==> config.mk <==
export PLATFORM = sky130hd
export DESIGN_NAME = cmos_capture_rgb565
export DESIGN_NICKNAME = d
export VERILOG_FILES = /design/src/rtl/cmos_capture_rgb565.sv
export SDC_FILE = /design/constraint.sdc
export NUM_CORES = 1
export LEC_CHECK = 0
export BUFFER_PORTS_ARGS = -buffer_cell sky130_fd_sc_hd__buf_2
export CORE_MARGIN = 3
export CORE_UTILIZATION = 45
export DETAILED_ROUTE_END_ITERATION = 8
export PLACE_DENSITY = 0.71
export SLEW_MARGIN = 20
export SYNTH_ARGS = -nofsm -noshare
export SYNTH_HDL_FRONTEND = slang
export SYNTH_SLANG_ARGS = --single-unit
==> constraint.sdc <==
create_clock -name cmos_pclk -period 3.3 [get_ports cmos_pclk]
set_input_delay 0.33 -clock cmos_pclk [delete_from_list [all_inputs] [get_ports cmos_pclk]]
set_output_delay 0.33 -clock cmos_pclk [all_outputs]
set_load 0.02 [all_outputs]
==> src/rtl/cmos_capture_rgb565.sv <==
// rtl/cmos_capture_rgb565.sv - DVP camera byte-pair receiver producing RGB565 pixels with coordinates
module cmos_capture_rgb565 #(
    parameter logic        CMOS_VSYNC_VALID = 1'b1,
    parameter logic [10:0] IMG_HDISP        = 11'd640,
    parameter logic [10:0] IMG_VDISP        = 11'd480,
    parameter logic [3:0]  FRAME_SKIP       = 4'd10
) (
    input  logic        cmos_pclk,
    input  logic        rst,
    input  logic        cmos_vsync,
    input  logic        cmos_href,
    input  logic [7:0]  cmos_data,
    output logic        out_vsync,
    output logic        out_href,
    output logic        out_valid,
    output logic [15:0] out_data,
    output logic [10:0] out_x,
    output logic [10:0] out_y,
    output logic [7:0]  frame_cnt,
    output logic        err_hsize,
    output logic        err_vsize
);

    typedef enum logic {
        IDLE   = 1'b0,
        ACTIVE = 1'b1
    } state_t;

    state_t      r_state;
    state_t      w_state_next;

    logic        r_vs;
    logic        r_vs_d;
    logic        r_href;
    logic        r_href_d;
    logic [7:0]  r_data;

    logic [3:0]  r_skip;
    logic        r_en;

    logic        r_phase;
    logic [7:0]  r_hi;
    logic [10:0] r_x;
    logic [10:0] r_y;
    logic        r_ovf;

    logic        r_valid;
    logic [15:0] r_out_data;
    logic [10:0] r_out_x;
    logic [10:0] r_out_y;
    logic [7:0]  r_frame_cnt;
    logic        r_err_h;
    logic        r_err_v;

    logic        w_vs_n;
    logic        w_fs;
    logic        w_fe;
    logic        w_active;
    logic        w_close;
    logic        w_hs_bad;
    logic        w_y_full;
    logic [10:0] w_y_after;
    logic        w_ovf_after;
    logic        w_vs_bad;
    logic [10:0] w_x_inc;

    assign w_vs_n   = CMOS_VSYNC_VALID ? r_vs : ~r_vs;
    assign w_fs     = w_vs_n & ~r_vs_d;
    assign w_fe     = ~w_vs_n & r_vs_d;
    assign w_active = (r_state == ACTIVE);

    // A line closes on the href fall, or at frame end if href is still high.
    assign w_close     = w_active & ((r_href_d & ~r_href) | (w_fe & r_href));
    assign w_hs_bad    = (r_x != IMG_HDISP) | r_phase;
    assign w_y_full    = (r_y == IMG_VDISP);
    assign w_y_after   = (w_close & ~w_y_full) ? (r_y + 11'd1) : r_y;
    // Lines beyond IMG_VDISP cannot be counted in y, so remember them separately.
    assign w_ovf_after = r_ovf | (w_close & w_y_full);
    assign w_vs_bad    = (w_y_after != IMG_VDISP) | w_ovf_after;
    assign w_x_inc     = (r_x == 11'h7FF) ? r_x : (r_x + 11'd1);

    // Pin registers; vsync history resets to "in frame" so a reset mid-frame cannot fake a frame start.
    always_ff @(posedge cmos_pclk or posedge rst) begin
        if (rst) begin
            r_vs     <= CMOS_VSYNC_VALID;
            r_vs_d   <= 1'b1;
            r_href   <= 1'b0;
            r_href_d <= 1'b0;
            r_data   <= 8'h00;
        end else begin
            r_vs     <= cmos_vsync;
            r_vs_d   <= w_vs_n;
            r_href   <= cmos_href;
            r_href_d <= r_href;
            r_data   <= cmos_data;
        end
    end

    // Frame state register.
    always_ff @(posedge cmos_pclk or posedge rst) begin
        if (rst) begin
            r_state <= IDLE;
        end else begin
            r_state <= w_state_next;
        end
    end

    // Frame state transitions: enter only on frame start, leave on frame end.
    always_comb begin
        w_state_next = r_state;
        case (r_state)
            IDLE:    if (w_fs) w_state_next = ACTIVE;
            ACTIVE:  if (w_fe) w_state_next = IDLE;
            default: w_state_next = IDLE;
        endcase
    end

    // Start-up frame skip; output enable latches once enough frames have completed.
    always_ff @(posedge cmos_pclk or posedge rst) begin
        if (rst) begin
            r_skip <= 4'd0;
            r_en   <= (FRAME_SKIP == 4'd0);
        end else if (w_active && w_fe && (r_skip != FRAME_SKIP)) begin
            r_skip <= r_skip + 4'd1;
            if ((r_skip + 4'd1) == FRAME_SKIP) begin
                r_en <= 1'b1;
            end
        end
    end

    // Byte-pair assembly, line/frame accounting and error pulses.
    always_ff @(posedge cmos_pclk or posedge rst) begin
        if (rst) begin
            r_phase     <= 1'b0;
            r_hi        <= 8'h00;
            r_x         <= 11'd0;
            r_y         <= 11'd0;
            r_ovf       <= 1'b0;
            r_valid     <= 1'b0;
            r_out_data  <= 16'h0000;
            r_out_x     <= 11'd0;
            r_out_y     <= 11'd0;
            r_frame_cnt <= 8'd0;
            r_err_h     <= 1'b0;
            r_err_v     <= 1'b0;
        end else begin
            r_valid <= 1'b0;
            r_err_h <= 1'b0;
            r_err_v <= 1'b0;
            if (!w_active || w_fe) begin
                r_phase <= 1'b0;
                r_x     <= 11'd0;
                r_y     <= 11'd0;
                r_ovf   <= 1'b0;
                if (w_active) begin
                    r_err_h <= w_close & w_hs_bad;
                    r_err_v <= w_vs_bad;
                    if (r_en) begin
                        r_frame_cnt <= r_frame_cnt + 8'd1;
                    end
                end
            end else begin
                if (r_href) begin
                    r_phase <= ~r_phase;
                    if (!r_phase) begin
                        r_hi <= r_data;
                    end else begin
                        r_x <= w_x_inc;
                        if (!w_y_full) begin
                            r_out_data <= {r_hi, r_data};
                            r_out_x    <= r_x;
                            r_out_y    <= r_y;
                            r_valid    <= r_en;
                        end
                    end
                end else begin
                    r_phase <= 1'b0;
                end
                if (w_close) begin
                    r_err_h <= w_hs_bad;
                    r_x     <= 11'd0;
                    r_y     <= w_y_after;
                    r_ovf   <= w_ovf_after;
                end
            end
        end
    end

    assign out_vsync = w_active & r_en;
    assign out_href  = w_active & r_en & r_href;
    assign out_valid = r_valid;
    assign out_data  = r_out_data;
    assign out_x     = r_out_x;
    assign out_y     = r_out_y;
    assign frame_cnt = r_frame_cnt;
    assign err_hsize = r_err_h;
    assign err_vsize = r_err_v;

endmodule

==> impl_metrics.env, run 1 <==
export IMPL_areaGrowthSynthToFinish_pct=14.6
export IMPL_drive_gt1_frac=0.310
export IMPL_initial_core_util=0.467
export IMPL_power_leakage_nw=2.47
export IMPL_routed_wl_mm=8.30
export IMPL_cpMaxStageDelayCell="dfstp_2"
export IMPL_cap_violations=0
export IMPL_ctsHoldBuffers=0
export IMPL_wl_per_cell_um=14.8
export IMPL_die_h_um=104
export IMPL_p_int_w=0.00192
export IMPL_rows=35
export IMPL_worstSetupStartpointType="flip-flop"
export IMPL_fin_skew_ns=0.0122
export IMPL_synth_seq_cells=99
export IMPL_ant_nets=0
export IMPL_switching_power_w=0.000833
export IMPL_syn_nets=384
export IMPL_ys_seq_area_frac=0.572
export IMPL_gp_congestion=0.907
export IMPL_yosysMostFrequentCell="dfrtp_1"
export IMPL_dp_hpwl_mm=5.67
export IMPL_multi_input_area_um2=1740
export IMPL_dieArea_um2=10900
export IMPL_antenna_found_initial=0
export IMPL_fmax_ghz=0.455
export IMPL_firstDrtPassIters=4
export IMPL_timing_final_hold_violations=0
export IMPL_relSlewSlack=0.471
export IMPL_end_kind="flip-flop"
export IMPL_period_needed_ns=2.20
export IMPL_numCtsBuffers=9
export IMPL_synth_edff_count=0
export IMPL_clk_path_buf_depth=2
export IMPL_clkLatencyLatePin_ns=0.36
export IMPL_powerDensity_nw_per_um2=555
export IMPL_status="finished clean"
export IMPL_clockRootBuffer="clkbuf_8"
export IMPL_io_pins=63
export IMPL_grt_usage=0.165
export IMPL_cts_sinks=99
export IMPL_synth_async_reset_ratio=1.00
export IMPL_tns_ns=0
export IMPL_vdd_ir_drop_max_v=0.000425
export IMPL_viasPerCell=5.12
export IMPL_clkSlewWorstSetupHoldPaths_ns=0.10
export IMPL_ff2ff_path_depth=5
export IMPL_cts_tree="done"
export IMPL_avgSynthCellArea_um2=11.9
export IMPL_die_w_um=104
export IMPL_vias=2871
export IMPL_netlist_instances=364
export IMPL_cts_htree_levels=3
export IMPL_synth_area_leaders="dfrtp_1 (56%), mux2_2 (8.0%), xnor2_1 (3.6%), nand2_1 (3.5%), mux2_4 (3.1%)"
export IMPL_path_class="reg2reg"
export IMPL_critPathMaxStageDelay_ns=0.58
export IMPL_path_cells="nand2b_1 > nand2_1 > nor3_4 > buf_4 > mux2_2"
export IMPL_grt_first_pass_wirelength_mm=14.6
export IMPL_worst_path_dominant_cell_family="simple AND/OR/NAND/NOR gates"
export IMPL_antennaDiodeCount=0
export IMPL_drt_iter0_markers=123
export IMPL_drc_errors=0
export IMPL_yosysTopAreaCellShare=0.560
export IMPL_synth_warnings=0
export IMPL_p_sw_frac=0.302
export IMPL_worst_pin_slew_ns=0.794
export IMPL_coreArea_um2=9280
export IMPL_setup_viol=0
export IMPL_combPwrFrac=0.181
export IMPL_crit_required_ns=3.55
export IMPL_slew_viol_final=0
export IMPL_power_frac_seq=0.533
export IMPL_path_max_fanout=22
export IMPL_crit_cells=5
export IMPL_hold_path_class="in2reg"
export IMPL_crit_buf_inv=1
export IMPL_whs_path_depth=1
export IMPL_synth_commonest_cells="dfrtp_1 (97), nand2_1 (40), mux2_2 (31), nor2_1 (28), xnor2_1 (18)"
export IMPL_nNetsFinal=447
export IMPL_grt_setup_unrepaired="no"
export IMPL_final_util=0.536
export IMPL_grt_overflow=0
export IMPL_synth_area_um2=4340
export IMPL_clkPwrFrac=0.286
export IMPL_cts_setup_buffers=0
export IMPL_cts_resized=0
export IMPL_regArea_um2=2480
export IMPL_port_buffer_count=62
export IMPL_synth_flop_cell="dfrtp_1"
export IMPL_grt_pass1_vias=2884
export IMPL_grt_start_max_net_pins=67
export IMPL_cp_arrival_ns=2.45
export IMPL_netlist_cell_type_count=52
export IMPL_num_fill_cells=833
export IMPL_synth_largest_area_cell="dfrtp_1"
export IMPL_finalCritPeriodShare=0.667
-- final timing paths --
| kind | slack (ns) | from | to |
|---|---|---|---|
| max | 1.10 | r_vs | out_data[14] |
| min | 0.06 | cmos_data[0] | r_data[0] |
| max reg2reg | 1.10 | r_vs | out_data[14] |
| min reg2reg | 0.39 | r_vs | r_vs_d |
| max in group asynchronous | 2.42 | rst | r_data[2] |
| min in group asynchronous | 0.10 | rst | r_hi[2] |
-- layer usage --
metal,global-route usage,vias to the layer above,wire length [um]
li1,-,1393,-
met1,0.237,1413,4000
met2,0.251,57,3890
met3,0.0279,8,315
met4,0.0684,0,95
met5,0,-,0
-- power by group through the flow --
stage               Clock [W]  Combinational (W)  Sequential (W)
global route         0.000866           0.000552         0.00150
CTS                  0.000809           0.000507         0.00147
floorplan                   0           0.000254         0.00157
finish               0.000788           0.000498         0.00147
global placement            0           0.000490         0.00149
detailed placement          0           0.000508         0.00149
-- area by class of cell --
cell class,instances,share of cell area
multi-input cells,237,0.350
inverters,14,0.0111
well taps,129,0.0325
clock inverters,7,0.0148
repair buffers,66,0.0684
clock buffers,9,0.0249
flip-flops and latches,99,0.499
-- stage by stage --
stage	cells	hold slack (ns)	worst slack (ns)	instance area (um^2)	power, W
global route	561	0.0422	0.880	4970	0.00292
floorplan	364	0.334	0.383	4340	0.00183
global placement	545	0.383	1.16	4770	0.00198
detailed placement	545	0.394	1.06	4770	0.00200
CTS	561	0.0491	1.07	4970	0.00279
finish	561	0.0630	1.10	4970	0.00276
-- logic make-up (layout without fill, tap and decap cells) --
logic type	Yosys count	in the layout	synth area share
buffers and inverters	28	96	0.0291
adder cells (fa/ha/maj)	9	9	0.0254
XOR/XNOR	23	23	0.0464
flip-flops	99	99	0.572
AO/OA/AOI/OAI	37	37	0.0577
AND/OR/NAND/NOR	126	126	0.153
multiplexers	42	42	0.116
-- state kept, by name, summed over array words and instances (netlist names) --
signal / flops
out_x: 11
r_en: 1
out_valid: 1
r_phase: 1
r_skip: 4
r_href: 1
r_ovf: 1
r_hi: 8
err_vsize: 1
r_state: 1
r_vs: 1
r_vs_d: 1
r_href_d: 1
out_y: 11
r_y: 11
err_hsize: 1
r_data: 8
frame_cnt: 8
out_data: 16
r_x: 11
-- cells in the final DEF, fill, tap and decap left out, types with 2 or more instances in the layout --
cell type	Yosys	routed
nand4_1	9	9
a31o_2	2	2
mux2i_1	2	2
clkinv_2	0	2
nor2b_1	4	4
dfstp_2	2	2
a31oi_1	3	3
ha_1	8	8
nor4_1	3	3
nand2b_1	3	3
buf_4	0	4
mux2_2	31	31
and3_1	4	4
inv_1	13	12
and4_1	8	8
a211oi_1	4	4
nand2_1	40	40
nor2_1	28	28
clkbuf_8	0	9
inv_6	0	3
dfrtp_1	97	97
nor3_1	5	5
a21oi_1	15	15
mux2_4	9	9
buf_2	5	62
xnor2_1	18	18
o21ai_0	3	3
nand3_1	7	7
xor2_1	5	5
o2111ai_1	2	2
and2_1	3	3
No activity file was read; power rests on OpenSTA's default activity.
==> run 2, diff against run 1 <==
- clock period: 3.3 -> 2.3 ns (I/O delays scaled with it)
==> impl_metrics.env, run 2 (synthesis results as in run 1) <==
export IMPL_rows=35
export IMPL_drive_gt1_frac=0.310
export IMPL_crit_cells=7
export IMPL_rr_endpoint="out_data[9]"
export IMPL_dieArea_um2=10900
export IMPL_period_needed_ns=2.10
export IMPL_antenna_found_initial=0
export IMPL_power_leakage_nw=2.55
export IMPL_dp_hpwl_mm=5.62
export IMPL_grt_overflow=0
export IMPL_cpMaxStageDelayCell="dfrtp_1"
export IMPL_vias=2976
export IMPL_layout_common_cells="dfrtp_1 (97), buf_2 (62), nand2_1 (40)"
export IMPL_clkSlewWorstSetupHoldPaths_ns=0.10
export IMPL_die_w_um=104
export IMPL_grt_usage=0.162
export IMPL_crit_required_ns=2.56
export IMPL_cap_violations=0
export IMPL_num_fill_cells=824
export IMPL_timing_final_hold_violations=0
export IMPL_fmax_ghz=0.477
export IMPL_path_cells="inv_1 > ha_1 > nor2b_1 > and4_1 > nor3_4 > buf_12 > mux2_2"
export IMPL_routed_wl_mm=8.23
export IMPL_initial_core_util=0.467
export IMPL_path_max_fanout=28
export IMPL_grt_start_max_net_pins=81
export IMPL_wl_per_cell_um=14.3
export IMPL_r2r_slack_ns=0.20
export IMPL_worstSetupStartpointType="flip-flop"
export IMPL_firstDrtPassIters=4
export IMPL_regArea_um2=2480
export IMPL_end_kind="flip-flop"
export IMPL_cts_setup_buffers=0
export IMPL_nNetsFinal=463
export IMPL_path_class="reg2reg"
export IMPL_die_h_um=104
export IMPL_drt_iter0_markers=117
export IMPL_status="finished clean"
export IMPL_final_util=0.556
export IMPL_cts_resized=0
export IMPL_p_sw_frac=0.306
export IMPL_holdWs_ns=0.408
export IMPL_grt_pass1_vias=2980
export IMPL_multi_input_area_um2=1740
export IMPL_drc_errors=0
export IMPL_numCtsBuffers=9
export IMPL_clk_path_buf_depth=2
export IMPL_areaGrowthSynthToFinish_pct=19.0
export IMPL_clkPwrFrac=0.296
export IMPL_largest_register_ffs=16
export IMPL_finalCritPeriodShare=0.911
export IMPL_power_frac_seq=0.519
export IMPL_grt_first_pass_wirelength_mm=14.4
export IMPL_coreArea_um2=9280
export IMPL_relSlewSlack=0.672
export IMPL_cts_sinks=99
export IMPL_cp_arrival_ns=2.35
export IMPL_worst_pin_slew_ns=0.490
export IMPL_powerDensity_nw_per_um2=784
export IMPL_hold_path_class="in2async"
export IMPL_tns_ns=0
export IMPL_switching_power_w=0.00124
export IMPL_slew_viol_final=0
export IMPL_cts_tree="done"
export IMPL_viasPerCell=5.16
export IMPL_setup_viol=0
export IMPL_ctsHoldBuffers=11
export IMPL_worst_path_dominant_cell_family="simple AND/OR/NAND/NOR gates"
export IMPL_port_buffer_count=62
export IMPL_crit_buf_inv=2
export IMPL_reg2reg_from="r_y[0]"
export IMPL_critPathMaxStageDelay_ns=0.49
export IMPL_layout_commonest_cell="dfrtp_1"
export IMPL_antennaDiodeCount=0
export IMPL_ff2ff_path_depth=7
export IMPL_cts_htree_levels=3
export IMPL_gp_congestion=0.855
export IMPL_grt_setup_unrepaired="no"
export IMPL_io_pins=63
export IMPL_ant_nets=0
export IMPL_total_power_w=0.00405
export IMPL_vdd_ir_drop_max_v=0.000434
export IMPL_fin_skew_ns=0.00996
export IMPL_clockRootBuffer="clkbuf_8"
export IMPL_p_int_w=0.00281
export IMPL_clkLatencyLatePin_ns=0.37
export IMPL_combPwrFrac=0.184
==> run 2: cell count changes in the layout (fill, tap and decap cells not counted), sizes merged <==
| cell | before | now |
|---|---|---|
| buf | 66 | 71 |
| clkinv | 3 | 1 |
| clkinvlp | 1 | 2 |
| dlygate4sd3 | 0 | 11 |
| inv | 16 | 17 |
==> run 2: layout make-up <==
| class | count | area share |
|---|---|---|
| clock inverters | 7 | 0.0177 |
| repair buffers | 82 | 0.0993 |
| multi-input cells | 237 | 0.337 |
| inverters | 14 | 0.0109 |
| clock buffers | 9 | 0.0240 |
| flip-flops and latches | 99 | 0.480 |
| well taps | 129 | 0.0313 |
==> run 2: worst min-delay path, delay by kind of cell <==
family	cells	cell delay [ns]
buffers and inverters	3	0.97
==> run 2: how the worst max path moves through the flow <==
stage	start	end
after global placement	r_y[0]	out_x[4]
final	r_y[0]	out_data[9]
after global routing	r_y[0]	out_data[9]
after CTS	r_y[0]	out_data[9]
after floorplan	r_y[0]	out_data[0]
after detailed placement	r_y[0]	out_data[9]
==> run 2: metal layers <==
metal	track usage	vias to the layer above	part of all wire
met1	0.221	1450	0.46
met2	0.250	81	0.47
met4	0.0617	0	0.019
met3	0.0410	13	0.051
met5	0	-	0
li1	-	1432	-
==> run 2: per-stage QoR <==
stage	instance area [um^2]	std cells	worst slack, ns
final	5160	577	0.204
after global routing	5160	577	0.0951
after CTS	5160	577	0.202
after detailed placement	4840	550	0.227
after global placement	4840	550	0.325
after floorplan	4340	364	0.392
==> run 2: power groups by stage <==
| stage | clock (W) | combinational, W | sequential [W] |
|---|---|---|---|
| 2_1_floorplan | 0 | 0.000366 | 0.00225 |
| 3_3_place_gp | 0 | 0.000720 | 0.00212 |
| 3_5_place_dp | 0 | 0.000744 | 0.00213 |
| 4_1_cts | 0.00124 | 0.000759 | 0.00210 |
| 5_1_grt | 0.00131 | 0.000827 | 0.00214 |
| 6_report | 0.00120 | 0.000747 | 0.00210 |
